===== src/rtl/group_accum_pkg.sv =====
// Shared definitions for the group accumulator: the sequence state encoding
// and the output saturation helper.
package group_accum_pkg;

  typedef enum logic {
    IDLE  = 1'b0,
    ACCUM = 1'b1
  } state_t;

  // The saturation helper works at this width, so ACC_WIDTH must not exceed it.
  localparam int SAT_W = 64;

  // Clamp a sign-extended value into the signed range of num_width bits.
  function automatic logic signed [SAT_W-1:0] sat_clamp(
    input logic signed [SAT_W-1:0] v,
    input int                      num_width
  );
    logic signed [SAT_W-1:0] max_v;
    logic signed [SAT_W-1:0] min_v;
    max_v = (64'sd1 <<< (num_width - 1)) - 64'sd1;
    min_v = -max_v - 64'sd1;
    if (v > max_v)      return max_v;
    else if (v < min_v) return min_v;
    else                return v;
  endfunction

endpackage


===== src/rtl/group_accum_fifo.sv =====
// Two-entry synchronous FIFO. The head entry always lives in e0_q, so the
// output is a plain register and stays stable until it is popped. A push
// into a full FIFO succeeds only if a pop happens in the same cycle;
// otherwise the word is dropped and reported on drop.
module group_accum_fifo #(
  parameter int WIDTH = 16
) (
  input  logic             clk,
  input  logic             rst_n,
  input  logic             push,
  input  logic [WIDTH-1:0] din,
  input  logic             pop,
  output logic [WIDTH-1:0] dout,
  output logic             full,
  output logic             empty,
  output logic             drop
);

  logic [WIDTH-1:0] e0_q;
  logic [WIDTH-1:0] e1_q;
  logic [1:0]       count_q;
  logic             pop_ok;
  logic             push_ok;

  assign full    = (count_q == 2'd2);
  assign empty   = (count_q == 2'd0);
  assign pop_ok  = pop & ~empty;
  assign push_ok = push & (~full | pop_ok);
  assign drop    = push & full & ~pop_ok;
  assign dout    = e0_q;

  // Storage and occupancy; the head is shifted down from e1_q on a pop.
  always_ff @(posedge clk or negedge rst_n) begin
    // NOTE: the storage is reset as well because its head drives dout, which
    // must read 0 out of reset; a large RAM would normally be left unreset.
    if (!rst_n) begin
      e0_q    <= '0;
      e1_q    <= '0;
      count_q <= 2'd0;
    end else begin
      case ({push_ok, pop_ok})
        2'b11: begin
          if (count_q == 2'd1) begin
            e0_q <= din;
          end else begin
            e0_q <= e1_q;
            e1_q <= din;
          end
        end
        2'b10: begin
          if (count_q == 2'd0) e0_q <= din;
          else                 e1_q <= din;
          count_q <= count_q + 2'd1;
        end
        2'b01: begin
          e0_q    <= e1_q;
          count_q <= count_q - 2'd1;
        end
        default: ;
      endcase
    end
  end

endmodule


===== src/rtl/group_accum.sv =====
// Group accumulator: sums framed signed partial sums from the adder tree,
// rescales the final sum by an arithmetic right shift and narrows it to
// NUM_WIDTH, then queues it in a 2-entry valid/ready buffer.
// Optional build macro GROUP_ACCUM_SATURATE_EN: clamp on narrowing instead
// of taking the low NUM_WIDTH bits.
module group_accum
  import group_accum_pkg::*;
#(
  parameter int NUM_WIDTH   = 16,
  parameter int ACC_WIDTH   = 32,
  parameter int SHIFT_WIDTH = 5
) (
  input  logic                   clk,
  input  logic                   rst_n,
  input  logic [SHIFT_WIDTH-1:0] cfg_shift,
  input  logic                   up_val,
  input  logic                   up_first,
  input  logic                   up_last,
  input  logic [NUM_WIDTH-1:0]   up_data,
  output logic                   dn_val,
  input  logic                   dn_rdy,
  output logic [NUM_WIDTH-1:0]   dn_data,
  output logic                   err_seq,
  output logic                   err_ovf,
  input  logic                   err_clr
);

  state_t                        state_q, state_d;
  logic signed [ACC_WIDTH-1:0]   acc_q, acc_d;
  logic        [SHIFT_WIDTH-1:0] shift_q, shift_d;
  logic                          done_q, done_d;
  logic                          seq_err;
  logic signed [ACC_WIDTH-1:0]   up_ext;
  logic signed [ACC_WIDTH-1:0]   shifted;
  logic        [NUM_WIDTH-1:0]   result;
  logic                          fifo_empty;
  logic                          fifo_full;
  logic                          fifo_drop;

  assign up_ext = {{(ACC_WIDTH-NUM_WIDTH){up_data[NUM_WIDTH-1]}}, up_data};

  // Beat handling: start, extend, restart or drop a sequence.
  always_comb begin
    // NOTE: every output of this block gets a default first, so no path can
    // leave one unassigned and infer a latch.
    state_d = state_q;
    acc_d   = acc_q;
    shift_d = shift_q;
    done_d  = 1'b0;
    seq_err = 1'b0;
    if (up_val) begin
      if (up_first) begin
        acc_d   = up_ext;
        shift_d = cfg_shift;
        done_d  = up_last;
        state_d = up_last ? IDLE : ACCUM;
        seq_err = (state_q == ACCUM);
      end else if (state_q == ACCUM) begin
        acc_d  = acc_q + up_ext;
        done_d = up_last;
        if (up_last) state_d = IDLE;
      end else begin
        seq_err = 1'b1;
      end
    end
  end

  // Sequence state, running sum, latched shift and final-sum marker.
  always_ff @(posedge clk or negedge rst_n) begin
    // NOTE: sequential state uses non-blocking assignments so every register
    // samples the pre-edge values regardless of statement order.
    if (!rst_n) begin
      state_q <= IDLE;
      acc_q   <= '0;
      shift_q <= '0;
      done_q  <= 1'b0;
    end else begin
      state_q <= state_d;
      acc_q   <= acc_d;
      shift_q <= shift_d;
      done_q  <= done_d;
    end
  end

  assign shifted = acc_q >>> shift_q;

`ifdef GROUP_ACCUM_SATURATE_EN
  logic signed [SAT_W-1:0] clamped;
  assign clamped = sat_clamp(SAT_W'(shifted), NUM_WIDTH);
  assign result  = NUM_WIDTH'(clamped);
`else
  assign result  = NUM_WIDTH'(shifted);
`endif

  // The registered final sum is pushed one cycle after the last beat.
  group_accum_fifo #(
    .WIDTH (NUM_WIDTH)
  ) u_fifo (
    .clk   (clk),
    .rst_n (rst_n),
    .push  (done_q),
    .din   (result),
    .pop   (dn_val & dn_rdy),
    .dout  (dn_data),
    .full  (fifo_full),
    .empty (fifo_empty),
    .drop  (fifo_drop)
  );

  assign dn_val = ~fifo_empty;

  // Sticky error flags; a new error wins over a same-cycle clear.
  always_ff @(posedge clk or negedge rst_n) begin
    if (!rst_n) begin
      err_seq <= 1'b0;
      err_ovf <= 1'b0;
    end else begin
      err_seq <= seq_err   | (err_seq & ~err_clr);
      err_ovf <= fifo_drop | (err_ovf & ~err_clr);
    end
  end

endmodule


===== config.mk =====
export PLATFORM = sky130hd
export DESIGN_NAME = group_accum
export DESIGN_NICKNAME = d
export VERILOG_FILES = /design/src/rtl/group_accum_pkg.sv /design/src/rtl/group_accum_fifo.sv /design/src/rtl/group_accum.sv
export SDC_FILE = /design/constraint.sdc
export NUM_CORES = 1
export LEC_CHECK = 0
export CAP_MARGIN = 0
export CORE_MARGIN = 4
export CORE_UTILIZATION = 50
export CTS_CLUSTER_SIZE = 25
export DETAILED_ROUTE_END_ITERATION = 12
export PLACE_DENSITY_LB_ADDON = 0.25
export SLEW_MARGIN = 20
export SYNTH_ARGS = -nofsm -noshare
export SYNTH_HDL_FRONTEND = slang
export SYNTH_SLANG_ARGS = --single-unit

===== constraint.sdc =====
create_clock -name clk -period 2.5 [get_ports clk]
set_input_delay 0.5 -clock clk [delete_from_list [all_inputs] [get_ports clk]]
set_output_delay 0.5 -clock clk [all_outputs]
set_load 0.01 [all_outputs]

; Word-level counts from Yosys, hierarchy flattened
; Index checks and enable logic that the tools add are counted.
[op_classes]
n_addsub = 3
n_eq_ne = 8
shift = 1
muxes = 18
bitwise = 14
reduce_logical = 9
[ops]
columns = cell, n
row1 = $mux 16, 4
row2 = $mux 32, 2
row3 = $pmux 16 s3, 1
row4 = $add 32x16->32, 1
row5 = $pmux 16 s2, 1
row6 = $sshr 32x5->16, 1
row7 = $mux 1, 9
row8 = $and 1x1->1, 7
row9 = $eq 2x2->1 const B, 3
row10 = $reduce_and 2->1, 3
row11 = $reduce_bool 2->1, 3
row12 = $eq 2x1->1 const B, 2
row13 = $ne 2x2->1 const B, 2
row14 = $not 1->1, 4
row15 = $pmux 2 s2, 1
row16 = $or 1x1->1, 3
row17 = $reduce_and 3->1, 1
row18 = $reduce_bool 3->1, 1
row19 = $add 2x1->2 const B, 1
row20 = $logic_not 2->1, 1
row21 = $ne 2x1->1 const B, 1
row22 = $sub 2x1->2 const B, 1
[word_totals]
reg_bits = 75
out_inout_bits = 19
elab_cells = 62

; Longest topological paths before layout
; Gate-level depths: netlist of run 1.
[logic_depth]
word_depth = 9
ltp_mapped = 12

; By module
; A second synthesis of run 1 with hierarchy kept.
[unflattened]
cells_unflattened = 789
area_unflattened_um2 = 6988.0
[by_module_without_submodules]
columns = module, instances, cells_per_inst, area_per_inst_um2, seq_area_each_um2
row1 = group_accum, 1, 607, 4865.9, 1026.0
row2 = group_accum_fifo, 1, 182, 2122.0, 850.8

; Least setup slack after synthesis of run 1
; OpenSTA, ideal clock, no wires.
[synth_timing]
path_type = input -> register
from = input up_data[0]
to = register acc_q[30]
setup_ns = 0.126
t_arrival_ns = 2.545
required_time_ns = 2.374
slack_ns = -0.171
path_stages = 11
cell_sequence = ha_1 fa_1 a21oi_1 o211ai_1 nand2_1 nand2_1 a311o_1 o21ai_2 o21ai_1 xor2_1 a221o_1
[synth_via]
elab_chain_len = 3
[synth_lines]
columns = item, line
row1 = "start, declared", group_accum.sv:19  ; input logic [NUM_WIDTH-1:0] up_data,
row2 = $add 32x16->32, group_accum.sv:59  ; acc_d = acc_q + up_ext;
row3 = $mux 32, group_accum.sv:58  ; end else if (state_q == ACCUM) begin
row4 = $mux 32, group_accum.sv:52  ; if (up_first) begin
row5 = "end signal, assigned", group_accum.sv:74  ; acc_q <= '0;
row6 = "end signal, assigned", group_accum.sv:79  ; acc_q <= acc_d;
row7 = "end, declared", group_accum.sv:29  ; logic signed [ACC_WIDTH-1:0] acc_q, acc_d;
; No other way between the ends. The select of a mux whose other input is x is not followed.
; A chain may end at the register's enable or synchronous reset.

; Worst setup path after layout of run 1
[layout_timing]
from = register acc_q[1]
to = register acc_q[30]
[layout_via]
elab_chain_len = 3
[layout_lines]
columns = item, line
row1 = $add 32x16->32, group_accum.sv:59
row2 = $mux 32, group_accum.sv:58
row3 = $mux 32, group_accum.sv:52
; No other way between the ends. The select of a mux whose other input is x is not followed.

==> qor.txt, run 1 <==
Mean post-synth cell area: 8.63 um^2
Final cycle utilization of the critical path: 107%
Classification of the worst-slack hold path: in2async
Antenna Nets Post-Route: 0
CTS H-tree lvls: 3
Ant diodes: 0
Smallest setup slack after layout: -0.179 ns
I/O pin count: 47
Clock Skew: 0.0135 ns
Layout Nets: 958
Synthesized Nets: 802
Sequential fraction of design power: 22.9%
Setup violation total in the final timing report: 12
PwrDens: 1060 nW/um^2
Reported max-cap violation count: 0
FILL cells: 917
Number of placed instances, taps included: 1036
Synthesized flop and latch total: 75
CTS Sinks: 75
Antenna violations before repair: 0
Die width: 121 um
Synth async-reset ratio: 100%
Global-route wire length before repair: 31.3 mm
Number of design-rule violations left by the first detailed-router iteration: 426
Cell area after synthesis: 6370 um^2
Internal power component: 5350 uW
Portion of total power attributed to the clock network: 12.6%
Post-synthesis instance total: 738
Fraction of synthesized cell area taken by the top area cell type: 29.5%
Clock tree buffer depth: 2
Chip height: 121 um
Peak VDD IR: 0.000530 V
Max layer used: met4
Area of the multi-input gates: 4670 um^2
Routed length on met1: 8.01 mm
Static leakage: 0.00383 uW
Post-route DRC violation count: 0
Overflow after GRT: 0
Detailed Routing Iterations Pass 1: 5
Flip-flop and latch area: 1880 um^2
IO buf count: 46
Result of the run: finished, violations left
Setup repair after global routing missed its margin: true
Violated checks: setup timing
Number of hold violations in the final report: 0
Count of distinct cell types in the synthesized netlist: 59
Critical Path Sink Type: flip-flop
All-Layer GR Usage: 26.5%
Tmin final: 2.68 ns
Detail-routed net length per standard cell: 18.2 um
Layout overhead on the synthesized area: 36.7%
Amount of wire on met2 after detailed routing: 9.88 mm
Crit path required time: 2.73 ns
Via/cell ratio: 5.95
Part of the power in combinational logic: 64.6%
Top post-synthesis cells by count: nand2_1, a21oi_1, dfrtp_1
DR vias: 6333
Crit Path Category: reg2reg
Cell type with the largest total area after synthesis: dfrtp_1
Fmax: 373 MHz
Placer congestion estimate: 0.903
Core Box Area: 12300 um^2
Psw: 3840 uW
Dominant synthesized flop cell: dfrtp_1
Synthesis Warnings: 0
Hold Buf Count CTS: 0
Number of pins with negative max-slew slack in the final report: 0
Drt total wl: 19.3 mm
Clock buffers created by TritonCTS: 9
Count of flip-flops with a built-in enable after synthesis: 0
Maximum number of pins on one net before global-route repair: 76
Sequential fraction of the synthesis area: 29.5%
Die Area: 14600 um^2
Net switching fraction of the power: 41.8%
Routed wl met3: 942 um
DP HPWL: 13.7 mm
Master cell of the clock root buffer: clkbuf_16
Crit path launch type: flip-flop
Clock transition at the registers of the reported paths: 0.06 ns
Actual transition at the worst max-transition pin: 0.986 ns
Starting utilization of the core area: 51.9%
# rows: 40
Hold Slack: 0.323 ns
Post-route insts no fill: 1065
Max_slew headroom: 34.3%
Leading cell type by number of instances after synthesis: nand2_1
Worst Path Max Fanout: 3
Via count of the first global-routing pass: 6486
Largest cells by area after synthesis: dfrtp_1, mux2i_1, ha_1
CTS tree: yes
Share of final-layout standard cells stronger than drive strength 1: 31.7%
Data arrival time of the worst path: 2.91 ns
Clock latency on the worst-skew pair: 0.35 ns
cells in the final DEF, fill, tap and decap left out, types with 5 or more instances in the layout:
cell type / instances
ha_4: 20
nand3_1: 11
nor2_1: 62
inv_1: 23
mux2i_1: 46
dlygate4sd2_1: 10
nor3_1: 6
nand2_1: 90
ha_1: 15
xor2_1: 6
o21a_1: 7
mux4_2: 17
nand4_1: 5
a21oi_1: 68
o21ai_2: 7
a21o_1: 10
dfrtp_1: 75
xnor2_1: 16
clkdlybuf4s50_1: 30
clkbuf_16: 9
buf_6: 6
a21oi_2: 14
a221o_1: 7
o211ai_1: 13
o21ai_0: 58
a31oi_1: 7
o21bai_1: 5
buf_4: 135
mux2_2: 27
metal layers:
layer	vias to the layer above	GRT usage (%)
li1	2994	-
met1	3089	32.6
met2	205	46.2
met3	45	3.68
met4	0	11.6
met5	-	0
critical path: stages (launching register included):
cell	delay [ns]
dfrtp_1	0.42
buf_6	0.14
fa_2	0.40
a21oi_4	0.16
o211ai_1	0.14
nand2_2	0.14
nand2_2	0.07
a311o_1	0.39
o21ai_2	0.18
o21ai_2	0.08
xor2_1	0.15
a221o_1	0.31
final timing paths:
| check | startpoint | slack, ns | to | depth (start not counted) |
|---|---|---|---|---|
| setup / recovery | acc_q[1]$_DFFE_PN0P_ | -0.18 | acc_q[30]$_DFFE_PN0P_ | 11 |
| hold / removal | rst_n | 0.32 | acc_q[2]$_DFFE_PN0P_ | 1 |
| setup reg to reg | acc_q[1]$_DFFE_PN0P_ | -0.18 | acc_q[30]$_DFFE_PN0P_ | 11 |
| hold reg to reg | u_fifo.e1_q[4]$_DFFE_PN0P_ | 0.48 | u_fifo.e1_q[4]$_DFFE_PN0P_ | 2 |
| max in group asynchronous | rst_n | 1.56 | u_fifo.e1_q[12]$_DFFE_PN0P_ | 1 |
| min in group clk | u_fifo.e1_q[4]$_DFFE_PN0P_ | 0.48 | u_fifo.e1_q[4]$_DFFE_PN0P_ | 2 |
logic make-up (layout without fill, tap and decap cells):
family                   after synthesis  in the layout  synth area share (%)
AO/OA/AOI/OAI                        235            235                  22.5
XOR/XNOR                              24             24                  3.30
adder cells (fa/ha/maj)               36             36                  7.19
buffers and inverters                 70            229                  5.30
flip-flops                            75             75                  29.5
multiplexers                          91             91                  18.2
AND/OR/NAND/NOR                      207            207                  14.0
sequential cells by signal, indices dropped and copies added, names as in the netlist:
register and cells:
u_fifo.e1_q 16, done_q 1, acc_q 32, u_fifo.count_q 2, err_ovf 1, shift_q 5
state_q 1, u_fifo.dout 16, err_seq 1
power groups by stage:
| stage | clock, uW | combinational [uW] | sequential [uW] |
|---|---|---|---|
| finish | 1150 | 5930 | 2100 |
| global route | 1210 | 6460 | 2170 |
| CTS | 1170 | 5610 | 2090 |
| detailed placement | 0 | 5270 | 2080 |
| global placement | 0 | 5080 | 2040 |
| floorplan | 0 | 3270 | 2050 |
layout make-up:
cell class | count | share of cell area, %
multi-input combinational | 593 | 53.6
sequential | 75 | 21.6
timing repair buffer | 191 | 18.5
clock buffer | 10 | 2.63
tap | 168 | 2.41
inverter | 24 | 1.03
clock inverter | 4 | 0.230
stage by stage:
stage	TNS, ns	total power (uW)	utilization (%)	cell area, um^2	setup WS [ns]
after floorplan	-0.0640	5320	-	6400	-0.0373
after global placement	-12.32	7120	64.1	7850	-0.851
after detailed placement	-13.87	7350	64.1	7850	-0.816
after CTS	-1.08	8880	69.5	8520	-0.269
after global routing	-2.86	9840	71.0	8710	-0.250
final	-0.971	9190	71.0	8710	-0.179
what timing repair did:
item                       4_1_cts  5_1_grt
pin swaps                       50       32
setup endpoints to repair       20       22
hold endpoints to repair         0        0
gates resized for setup         70       37
setup buffers                   25        3
No activity file was read; power rests on OpenSTA's default activity.
==> run 2: changes to the inputs <==
--- a/config.mk
+++ b/config.mk
@@ -15,3 +15,4 @@
 export SYNTH_ARGS = -nofsm -noshare
 export SYNTH_HDL_FRONTEND = slang
 export SYNTH_SLANG_ARGS = --single-unit
+export TNS_END_PERCENT = 1
==> constraint.sdc (replaced) <==
create_clock -name clk -period 2.95 [get_ports clk]
set_input_delay 0.59 -clock clk [delete_from_list [all_inputs] [get_ports clk]]
set_output_delay 0.59 -clock clk [all_outputs]
set_load 0.01 [all_outputs]
==> qor.txt, run 2 (synthesis gave the netlist of run 1 again) <==
Result of the run: completed
Layout Nets: 907 (-5.3%)
Reported max-cap violation count: 0 (unchanged)
Critical Path Sink Type: flip-flop
Commonest cells after routing, fill and taps aside: nand2_1, buf_4, dfrtp_1, a21oi_1, nor2_1
Global-route wire length before repair: 28.4 mm (-9.3%)
Flip-flop count of the largest register after layout: 32 (unchanged)
Number of design-rule violations left by the first detailed-router iteration: 413 (-3.1%)
Final cycle utilization of the critical path: 99.9%
Crit path required time: 3.23 ns (+0.50 ns)
Max_slew headroom: 37.4% (+3.1 points)
Startpoint of the most critical register-to-register path: acc_q[0]$_DFFE_PN0P_
Hold Buf Count CTS: 0 (unchanged)
Minimum setup slack after placement: -0.532 ns (+0.284 ns)
Peak VDD IR: 0.000411 V (-22%)
Actual transition at the worst max-transition pin: 0.939 ns (-0.0467 ns)
Crit Path Category: in2reg
Tmin final: 2.95 ns
Clock buffers created by TritonCTS: 9 (unchanged)
Largest stage delay on the critical path: 0.44 ns (+0.02 ns)
Share of final-layout standard cells stronger than drive strength 1: 23.3% (-8.4 points)
Maximum number of pins on one net before global-route repair: 76 (unchanged)
IO buf count: 46 (unchanged)
Placer congestion estimate: 0.899 (-0.40%)
Largest register by flop count: acc_q
CTS Sinks: 75 (unchanged)
Fmax: 339 MHz
Reg-to-reg critical path endpoint: acc_q[30]$_DFFE_PN0P_
CTS tree: yes
Crit path launch type: input pin
Setup violation total in the final timing report: 0 (-12)
DP HPWL: 12.8 mm (-6.4%)
Final cell area excluding filler cells: 8080 um^2 (-7.2%)
Psw: 2990 uW (-22%)
FILL cells: 1015 (+11%)
Clock latency on the worst-skew pair: 0.35 ns (about the same)
Net switching fraction of the power: 41.0% (-0.82 points)
Master cell of the clock root buffer: clkbuf_16
R2R Setup Slk: 0.13 ns (+0.31 ns)
Ant diodes: 0 (unchanged)
# rows: 40 (unchanged)
Post-route DRC violation count: 0 (unchanged)
Setup repair after global routing missed its margin: true
All-Layer GR Usage: 24.2% (-2.3 points)
Part of the power in combinational logic: 59.3% (-5.3 points)
Via/cell ratio: 5.86 (-1.5%)
Die width: 121 um (unchanged)
Layout overhead on the synthesized area: 26.9%
Slowest-stage cell, CP: clkdlybuf4s50_1
Utilization after layout: 65.9% (-5.1 points)
Drt total wl: 17.3 mm (-10%)
Sequential fraction of design power: 25.5% (+2.6 points)
Worst Path Max Fanout: 3 (unchanged)
Internal power component: 4300 uW (-20%)
Starting utilization of the core area: 51.9% (unchanged)
Portion of total power attributed to the clock network: 15.3% (+2.7 points)
Antenna violations before repair: 0 (unchanged)
Reg2Reg Depth: 11 (unchanged)
I/O pin count: 47 (unchanged)
Detailed Routing Iterations Pass 1: 4 (-1)
Leading cell type in the layout, fill and taps excluded: nand2_1
Overflow after GRT: 0 (unchanged)
Antenna Nets Post-Route: 0 (unchanged)
Core Box Area: 12300 um^2 (unchanged)
Data arrival time of the worst path: 3.23 ns (+0.32 ns)
Clock tree buffer depth: 2 (unchanged)
Via count of the first global-routing pass: 5787 (-11%)
DR vias: 5948 (-6.1%)
PwrDens: 902 nW/um^2 (-15%)
Static leakage: 0.00359 uW (-6.4%)
Cell-by-cell listing of the critical path: clkdlybuf4s50_1, ha_1, nand2_1, buf_4, nor2_1, o211ai_4, a21oi_2, a31oi_2, o21bai_2, a31oi_1, a2111oi_2, a211o_1
Chip height: 121 um (unchanged)
Number of hold violations in the final report: 0 (unchanged)
Clock Skew: 0.00743 ns (-0.00609 ns)
Detail-routed net length per standard cell: 17.1 um (-6.0%)
Placed Area: 7480 um^2 (-4.8%)
CTS H-tree lvls: 3 (unchanged)
Classification of the worst-slack hold path: in2async
Smallest setup slack after layout: 0.00370 ns (+0.182 ns)
Clock transition at the registers of the reported paths: 0.05 ns (about the same)
Die Area: 14600 um^2 (unchanged)
Number of pins with negative max-slew slack in the final report: 0 (unchanged)
run 2: cell type report:
class | instances | area [um^2] | area share (%)
Multi-Input combinational cell | 593 | 4390 | 54.3
Sequential cell | 75 | 1880 | 23.2
Timing Repair Buffer | 140 | 1220 | 15.1
Clock buffer | 13 | 260 | 3.22
Tap cell | 168 | 210 | 2.60
Inverter | 24 | 90.1 | 1.11
Clock inverter | 2 | 35.0 | 0.434
run 2: how the worst max path moves through the flow:
stage                      from                     to  slack, ns  depth (start not counted)
finish               up_data[8]  acc_q[21]$_DFFE_PN0P_      0.004                         12
global route         up_data[8]  acc_q[28]$_DFFE_PN0P_      -0.06                         12
CTS                 up_data[10]  acc_q[28]$_DFFE_PN0P_      -0.05                         11
detailed placement   up_data[0]  acc_q[30]$_DFFE_PN0P_      -0.53                         12
global placement     up_data[0]  acc_q[30]$_DFFE_PN0P_      -0.49                         12
floorplan            up_data[0]  acc_q[30]$_DFFE_PN0P_       0.19                         11
run 2: through the flow:
stage          hold WS [ns]  power [uW]  TNS [ns]  instances
4_1_cts               0.434        7110    -0.237       1008
3_5_place_dp          0.465        5920     -6.86        992
3_3_place_gp          0.459        5750     -5.71        992
2_1_floorplan         0.294        4490         0        738
5_1_grt               0.478        7850    -0.233       1015
6_report              0.398        7290         0       1015
run 2: metal layers:
metal | wire (um) | track usage (%)
met1 | 7600 | 31.0
met5 | 0 | 0
met4 | 457 | 9.49
met2 | 8530 | 40.8
met3 | 743 | 4.01
run 2: power groups by stage:
| stage | logic [uW] | registers, uW | clock network (uW) |
|---|---|---|---|
| floorplan | 2750 | 1740 | 0 |
| global route | 4770 | 1920 | 1170 |
| finish | 4320 | 1850 | 1110 |
| detailed placement | 4070 | 1850 | 0 |
| CTS | 4140 | 1840 | 1130 |
| global placement | 3940 | 1810 | 0 |
run 2: timing repair:
| action | 4_1_cts | 5_1_grt |
|---|---|---|
| gates resized for setup | 10 | 40 |
| buffers inserted | 1 | 7 |
| cloned | 0 | 0 |
| pin swaps | 5 | 23 |
| endpoints found under the setup margin | 10 | 15 |
run 2: critical path, delay by kind of cell:
family	cells	cell delay, ns
adders and majority gates	1	0.34
AOI/OAI and AO/OA	7	1.39
buffers and inverters	2	0.60
and+or+nand+nor	2	0.30
